<file path="src/rtl/apb_ram_ws_if.sv">
// APB4 bus bundle for the apb_ram_ws scratch RAM.
// The slave modport is used by the RAM and the master modport by whatever drives it.
interface apb_ram_ws_if #(
  parameter int ADDR_W = 32,
  parameter int DATA_W = 32
);
  logic                  i_psel;
  logic                  i_penable;
  logic                  i_pwrite;
  logic [ADDR_W-1:0]     i_paddr;
  logic [DATA_W-1:0]     i_pwdata;
  logic [DATA_W/8-1:0]   i_pstrb;
  logic [DATA_W-1:0]     o_prdata;
  logic                  o_pready;
  logic                  o_pslverr;

  modport slave (
    input  i_psel, i_penable, i_pwrite, i_paddr, i_pwdata, i_pstrb,
    output o_prdata, o_pready, o_pslverr
  );

  modport master (
    output i_psel, i_penable, i_pwrite, i_paddr, i_pwdata, i_pstrb,
    input  o_prdata, o_pready, o_pslverr
  );
endinterface

</file>
<file path="src/rtl/apb_ram_ws.sv">
// Parametrised APB4 slave RAM with byte strobes, programmable wait states,
// an optional read-only upper region and a post-reset scrub that zeroes the array.
module apb_ram_ws #(
  parameter int DATA_W      = 32,
  parameter int ADDR_W      = 32,
  parameter int DEPTH       = 64,
  parameter int WAIT_STATES = 0,
  parameter int RO_BASE     = DEPTH
) (
  input  logic         i_pclk,
  input  logic         i_presetn,
  apb_ram_ws_if.slave  bus
);

  localparam int LANES = DATA_W / 8;
  localparam int LSB   = $clog2(LANES);
  localparam int IDX_W = $clog2(DEPTH);

  localparam logic [ADDR_W-1:0] LSB_MASK   = ADDR_W'((1 << LSB) - 1);
  localparam logic [ADDR_W-1:0] DEPTH_A    = ADDR_W'(DEPTH);
  localparam logic [ADDR_W-1:0] RO_BASE_A  = ADDR_W'(RO_BASE);
  localparam logic [IDX_W-1:0]  LAST_IDX   = IDX_W'(DEPTH - 1);
  localparam logic [3:0]        WAIT_INIT  = 4'(WAIT_STATES);

  localparam logic [1:0] ST_SCRUB = 2'd0;
  localparam logic [1:0] ST_IDLE  = 2'd1;
  localparam logic [1:0] ST_WAIT  = 2'd2;
  localparam logic [1:0] ST_RESP  = 2'd3;

  logic [1:0]        state;
  logic [IDX_W-1:0]  scrub_ptr;
  logic [3:0]        wait_cnt;
  logic [DATA_W-1:0] prdata_q;
  logic              pready_q;
  logic              pslverr_q;

  logic [DATA_W-1:0] mem [DEPTH];

  logic              access;
  logic [ADDR_W-1:0] word_addr;
  logic [IDX_W-1:0]  word_idx;
  logic              misaligned;
  logic              out_of_range;
  logic              ro_violation;
  logic              req_err;
  logic              resp_enter;
  logic              commit;
  logic              scrub_we;

  // Decode the current request and decide whether this edge enters the response phase.
  always_comb begin
    access       = bus.i_psel && bus.i_penable;
    word_addr    = bus.i_paddr >> LSB;
    word_idx     = bus.i_paddr[LSB +: IDX_W];
    misaligned   = (bus.i_paddr & LSB_MASK) != '0;
    out_of_range = word_addr >= DEPTH_A;
    ro_violation = bus.i_pwrite && (word_addr >= RO_BASE_A);
    req_err      = misaligned || out_of_range || ro_violation;
    resp_enter   = 1'b0;
    if (state == ST_IDLE && access && WAIT_STATES == 0) begin
      resp_enter = 1'b1;
    end
    if (state == ST_WAIT && access && wait_cnt == 4'd1) begin
      resp_enter = 1'b1;
    end
    commit   = resp_enter && bus.i_pwrite && !req_err;
    scrub_we = state == ST_SCRUB;
  end

  // Sequencer plus registered response; outputs default to zero so they only show in RESP.
  always_ff @(posedge i_pclk or negedge i_presetn) begin
    if (!i_presetn) begin
      state     <= ST_SCRUB;
      scrub_ptr <= '0;
      wait_cnt  <= '0;
      prdata_q  <= '0;
      pready_q  <= 1'b0;
      pslverr_q <= 1'b0;
    end else begin
      pready_q  <= 1'b0;
      prdata_q  <= '0;
      pslverr_q <= 1'b0;
      if (resp_enter) begin
        pready_q  <= 1'b1;
        pslverr_q <= req_err;
        prdata_q  <= (req_err || bus.i_pwrite) ? '0 : mem[word_idx];
      end
      case (state)
        ST_SCRUB: begin
          scrub_ptr <= scrub_ptr + 1'b1;
          if (scrub_ptr == LAST_IDX) begin
            state <= ST_IDLE;
          end
        end
        ST_IDLE: begin
          if (access) begin
            wait_cnt <= WAIT_INIT;
            state    <= (WAIT_STATES == 0) ? ST_RESP : ST_WAIT;
          end
        end
        ST_WAIT: begin
          if (!access) begin
            state <= ST_IDLE;
          end else if (wait_cnt == 4'd1) begin
            wait_cnt <= '0;
            state    <= ST_RESP;
          end else begin
            wait_cnt <= wait_cnt - 4'd1;
          end
        end
        default: begin
          state <= ST_IDLE;
        end
      endcase
    end
  end

  // Storage has no reset: the scrub pass clears it, otherwise committed writes land per lane.
  always_ff @(posedge i_pclk) begin
    if (scrub_we) begin
      mem[scrub_ptr] <= '0;
    end else if (commit) begin
      for (int b = 0; b < LANES; b++) begin
        if (bus.i_pstrb[b]) begin
          mem[word_idx][b*8 +: 8] <= bus.i_pwdata[b*8 +: 8];
        end
      end
    end
  end

  assign bus.o_prdata  = prdata_q;
  assign bus.o_pready  = pready_q;
  assign bus.o_pslverr = pslverr_q;

endmodule

</file>
<file path="src/flat_wrapper.sv">
// flat-port wrapper written by rule: the top's interface ports become plain ports
module apb_ram_ws_flat 
#(
  parameter int DATA_W      = 32,
  parameter int ADDR_W      = 32,
  parameter int DEPTH       = 64,
  parameter int WAIT_STATES = 0,
  parameter int RO_BASE     = DEPTH
)
  (i_pclk, i_presetn, bus_i_psel, bus_i_penable, bus_i_pwrite, bus_i_paddr, bus_i_pwdata, bus_i_pstrb, bus_o_prdata, bus_o_pready, bus_o_pslverr);
  apb_ram_ws_if #(.ADDR_W(ADDR_W), .DATA_W(DATA_W)) bus_i ();
  input  logic i_pclk;
  input  logic i_presetn;
  input wire logic [$bits(bus_i.i_psel)-1:0] bus_i_psel;
  input wire logic [$bits(bus_i.i_penable)-1:0] bus_i_penable;
  input wire logic [$bits(bus_i.i_pwrite)-1:0] bus_i_pwrite;
  input wire logic [$bits(bus_i.i_paddr)-1:0] bus_i_paddr;
  input wire logic [$bits(bus_i.i_pwdata)-1:0] bus_i_pwdata;
  input wire logic [$bits(bus_i.i_pstrb)-1:0] bus_i_pstrb;
  output wire logic [$bits(bus_i.o_prdata)-1:0] bus_o_prdata;
  output wire logic [$bits(bus_i.o_pready)-1:0] bus_o_pready;
  output wire logic [$bits(bus_i.o_pslverr)-1:0] bus_o_pslverr;
  assign bus_i.i_psel = bus_i_psel;
  assign bus_i.i_penable = bus_i_penable;
  assign bus_i.i_pwrite = bus_i_pwrite;
  assign bus_i.i_paddr = bus_i_paddr;
  assign bus_i.i_pwdata = bus_i_pwdata;
  assign bus_i.i_pstrb = bus_i_pstrb;
  assign bus_o_prdata = bus_i.o_prdata;
  assign bus_o_pready = bus_i.o_pready;
  assign bus_o_pslverr = bus_i.o_pslverr;
  apb_ram_ws #(.DATA_W(DATA_W), .ADDR_W(ADDR_W), .DEPTH(DEPTH), .WAIT_STATES(WAIT_STATES), .RO_BASE(RO_BASE)) u_core (.i_pclk(i_pclk), .i_presetn(i_presetn), .bus(bus_i));
endmodule
</file>
<file path="config.mk">
export PLATFORM = sky130hd
export DESIGN_NAME = apb_ram_ws_flat
export DESIGN_NICKNAME = d
export VERILOG_FILES = /design/src/rtl/apb_ram_ws_if.sv /design/src/rtl/apb_ram_ws.sv /design/src/flat_wrapper.sv
export SDC_FILE = /design/constraint.sdc
export NUM_CORES = 2
export LEC_CHECK = 0
export CAP_MARGIN = 40
export CORE_MARGIN = 2
export CORE_UTILIZATION = 30
export CTS_CLUSTER_SIZE = 24
export DETAILED_ROUTE_END_ITERATION = 6
export HOLD_SLACK_MARGIN = 0.15
export PLACE_DENSITY_LB_ADDON = 0.2
export SYNTH_ARGS = -nofsm -noshare
export SYNTH_HDL_FRONTEND = slang
export SYNTH_SLANG_ARGS = --single-unit
</file>
<file path="constraint.sdc">
create_clock -name i_pclk -period 4.6 [get_ports i_pclk]
set_clock_uncertainty 0.15 [all_clocks]
set_input_delay 0.92 -clock i_pclk [delete_from_list [all_inputs] [get_ports i_pclk]]
set_output_delay 0.92 -clock i_pclk [all_outputs]
set_load 0.03 [all_outputs]
</file>
==> metrics.txt <==
CP Launch Type register; H-tree levels 4; vias 40590; Int Power 31550 uW; Hold Crit Class reg2reg; FMAX 240.9 MHz; Die Height 526.3 um; max-cap viol count 0; post-placement setup slack -0.2931 ns; element type at the critical path end register; gp weighted congestion 0.8262; Critical Path RT 5.00 ns; post-synth top area cell edfxtp_1; pwr/cell area 403.5 mW/mm^2; die area 0.2770 sq mm; DR vias/cell 5.069; Num CTS Buffers 222; share of post-route cells with drive strength above 1 31.67%; initial antenna violation count 13; # resized after CTS 0; drt first pass iters 7; PnR worst setup slack 0.4483 ns; Buffers on Ports 106; Finished Layout Cells 8008; cell row count 191; Synthesis Warnings 0; hold_buf cts 1; Switching Share 20.65%; placed cell count 7593; RSZ-0062 raised after global routing no; Post-synth EDFFs 2048; clock-pin slew on the worst setup and hold paths 0.06 ns; root buf cell clkbuf_16; Fillers 24770; Nets 4328; commonest non-fill, non-tap cell in the layout edfxtp_1; DRC Markers 0; routed len/inst 30.11 um; Min Hold Slack 0.3607 ns; Pleak 0.03637 uW; Post-Syn Area 0.08183 sq mm; top_reg_cell synth edfxtp_1; WP data arrival 4.56 ns; HPWL Detailed 161500 um; Post-CTS Setup Inserts 0; first-pass GRT wire length 339100 um; CTS sink cnt 2094; fin crit share 90.26%; combinational group share of total power 2.6%; I/O Pins 107; Max rail drop VDD 0.0003811 V; min Tclk post-route 4.152 ns; Routed Antenna Nets 0; starting density of the core 30.20%; GRT Total Usage 17.30%; Avg Inst Size Synth 21.94 sq um; Final Setup Violations 0; Die Width 526.3 um; CTS tree done; Sequential Power Share 51.9%; Worst Tran Pin Value 0.9359 ns; run status finished clean; Max-slew headroom 37.37%; crit path kind reg2reg; Sw Pwr 8212 uW; Core Footprint 0.2710 sq mm; number of global-route vias before repair 42020; final hold vios 0; Max clock buf depth 3; initial DRC count 4217; Congestion Overflow GR 0; Syn Inst Count 3730; final WL 241100 um; area share of the leading cell type in the synthesized netlist 75.15%; Syn Nets 3809; largest cells by area after synthesis edfxtp_1 (75%), mux4_2 (16%), dfrtp_1 (1.4%); Skew-Pair Late Insertion Delay 0.87 ns; unique cell type count in the Yosys netlist 72; pin count of the biggest net entering global routing 65; Slew Viols, Final 0; most frequent cells in the layout edfxtp_1 (2048), mux4_2 (572), buf_4 (271); Seq cells post-synth 2094; clock share of power 45.5%; setup tns final 0 ns; Synth-to-Final Area Change 20.43%; crit-path max FO 16; post-synthesis sequential area ratio 76.56%; asr flop ratio synth 2.197%
[metrics by stage]
stage	cell area, sq um	power (uW)	util, %
after detailed placement	91160	22090	33.64
after floorplan	81830	21620	-
final	98550	39760	36.36
after global routing	98550	40920	36.36
after CTS	98540	40190	36.36
after global placement	90940	22080	33.56
[routing by layer]
metal	track usage, %	share of wire (%)	vias to the layer above	routed length, um
met4	5.472	3.0	2	7286
met2	28.56	49	1275	118900
met5	0	0.0050	-	12
met1	23.54	43	22200	102700
met3	2.518	5.0	298	12140
li1	-	-	16820	-
[final timing paths]
| kind | end | slack, ns | depth (start not counted) | startpoint |
|---|---|---|---|---|
| max | u_core.mem[58][10] | 0.45 | 13 | u_core.state[0] |
| min | u_core.wait_cnt[1] | 0.36 | 2 | u_core.wait_cnt[1] |
| max reg2reg | u_core.mem[58][10] | 0.45 | 13 | u_core.state[0] |
| min reg2reg | u_core.wait_cnt[1] | 0.36 | 2 | u_core.wait_cnt[1] |
| max in group asynchronous | u_core.bus.o_prdata[1] | 2.96 | 3 | i_presetn |
| min in group asynchronous | u_core.wait_cnt[0] | 0.44 | 2 | i_presetn |
[layout make-up]
| cell class | instances | area [sq um] | area share, % |
|---|---|---|---|
| sequential | 2094 | 62650 | 63.57 |
| timing repair buffer | 518 | 5856 | 5.942 |
| antenna | 2 | 5.005 | 0.005079 |
| clock buffer | 281 | 5878 | 5.965 |
| inverter | 9 | 42.54 | 0.04317 |
| clock inverter | 130 | 1488 | 1.510 |
| multi-input combinational | 1404 | 18160 | 18.43 |
| tap | 3570 | 4467 | 4.533 |
[registers in the layout (all words and copies together), names as in the netlist]
signal and count:
u_core.mem 2048, u_core.bus.o_prdata 32, u_core.scrub_ptr 6, u_core.wait_cnt 4, u_core.state 2, u_core.bus.o_pready 1, u_core.bus.o_pslverr 1
[power by group through the flow]
stage	clock network (uW)	logic, uW	registers (uW)
final	18100	1040	20600
after floorplan	0	584	21000
after detailed placement	0	1060	21000
after global placement	0	1050	21000
after CTS	18500	1060	20600
after global routing	19200	1100	20600
[cell families after synthesis]
group / share of synthesized area, %
flops: 76.56
simple gates: 2.893
compound gates: 2.217
xor+xnor: 0.04282
fa+ha+maj: 0.09174
mux: 16.73
buf+inv: 1.469
[critical path, cell delays in order, from the launching register on]
cell and delay [ns]:
dfrtp_1 0.39, inv_1 0.11, ha_1 0.24, nor4bb_1 0.33
o21bai_2 0.26, inv_2 0.16, and4_4 0.26, buf_4 0.26
buf_4 0.17, nand3_1 0.23, a22oi_1 0.53, buf_4 0.22
nor2b_1 0.26, buf_4 0.25
[synth_stat cells, drive strengths merged (8+ instances only)]
cell type / count
buf: 134
clkbuf: 89
mux2i: 75
mux4: 572
a221oi: 20
a22oi: 43
a211oi: 13
o22ai: 22
edfxtp: 2048
o211ai: 18
dfrtp: 46
inv: 8
nor2: 209
and3: 40
a41oi: 9
nor2b: 35
nor4: 9
a21oi: 42
nor3: 53
nand2: 82
and2: 17
nand3: 30
o21ai: 31
No activity file was read; power rests on OpenSTA's default activity.
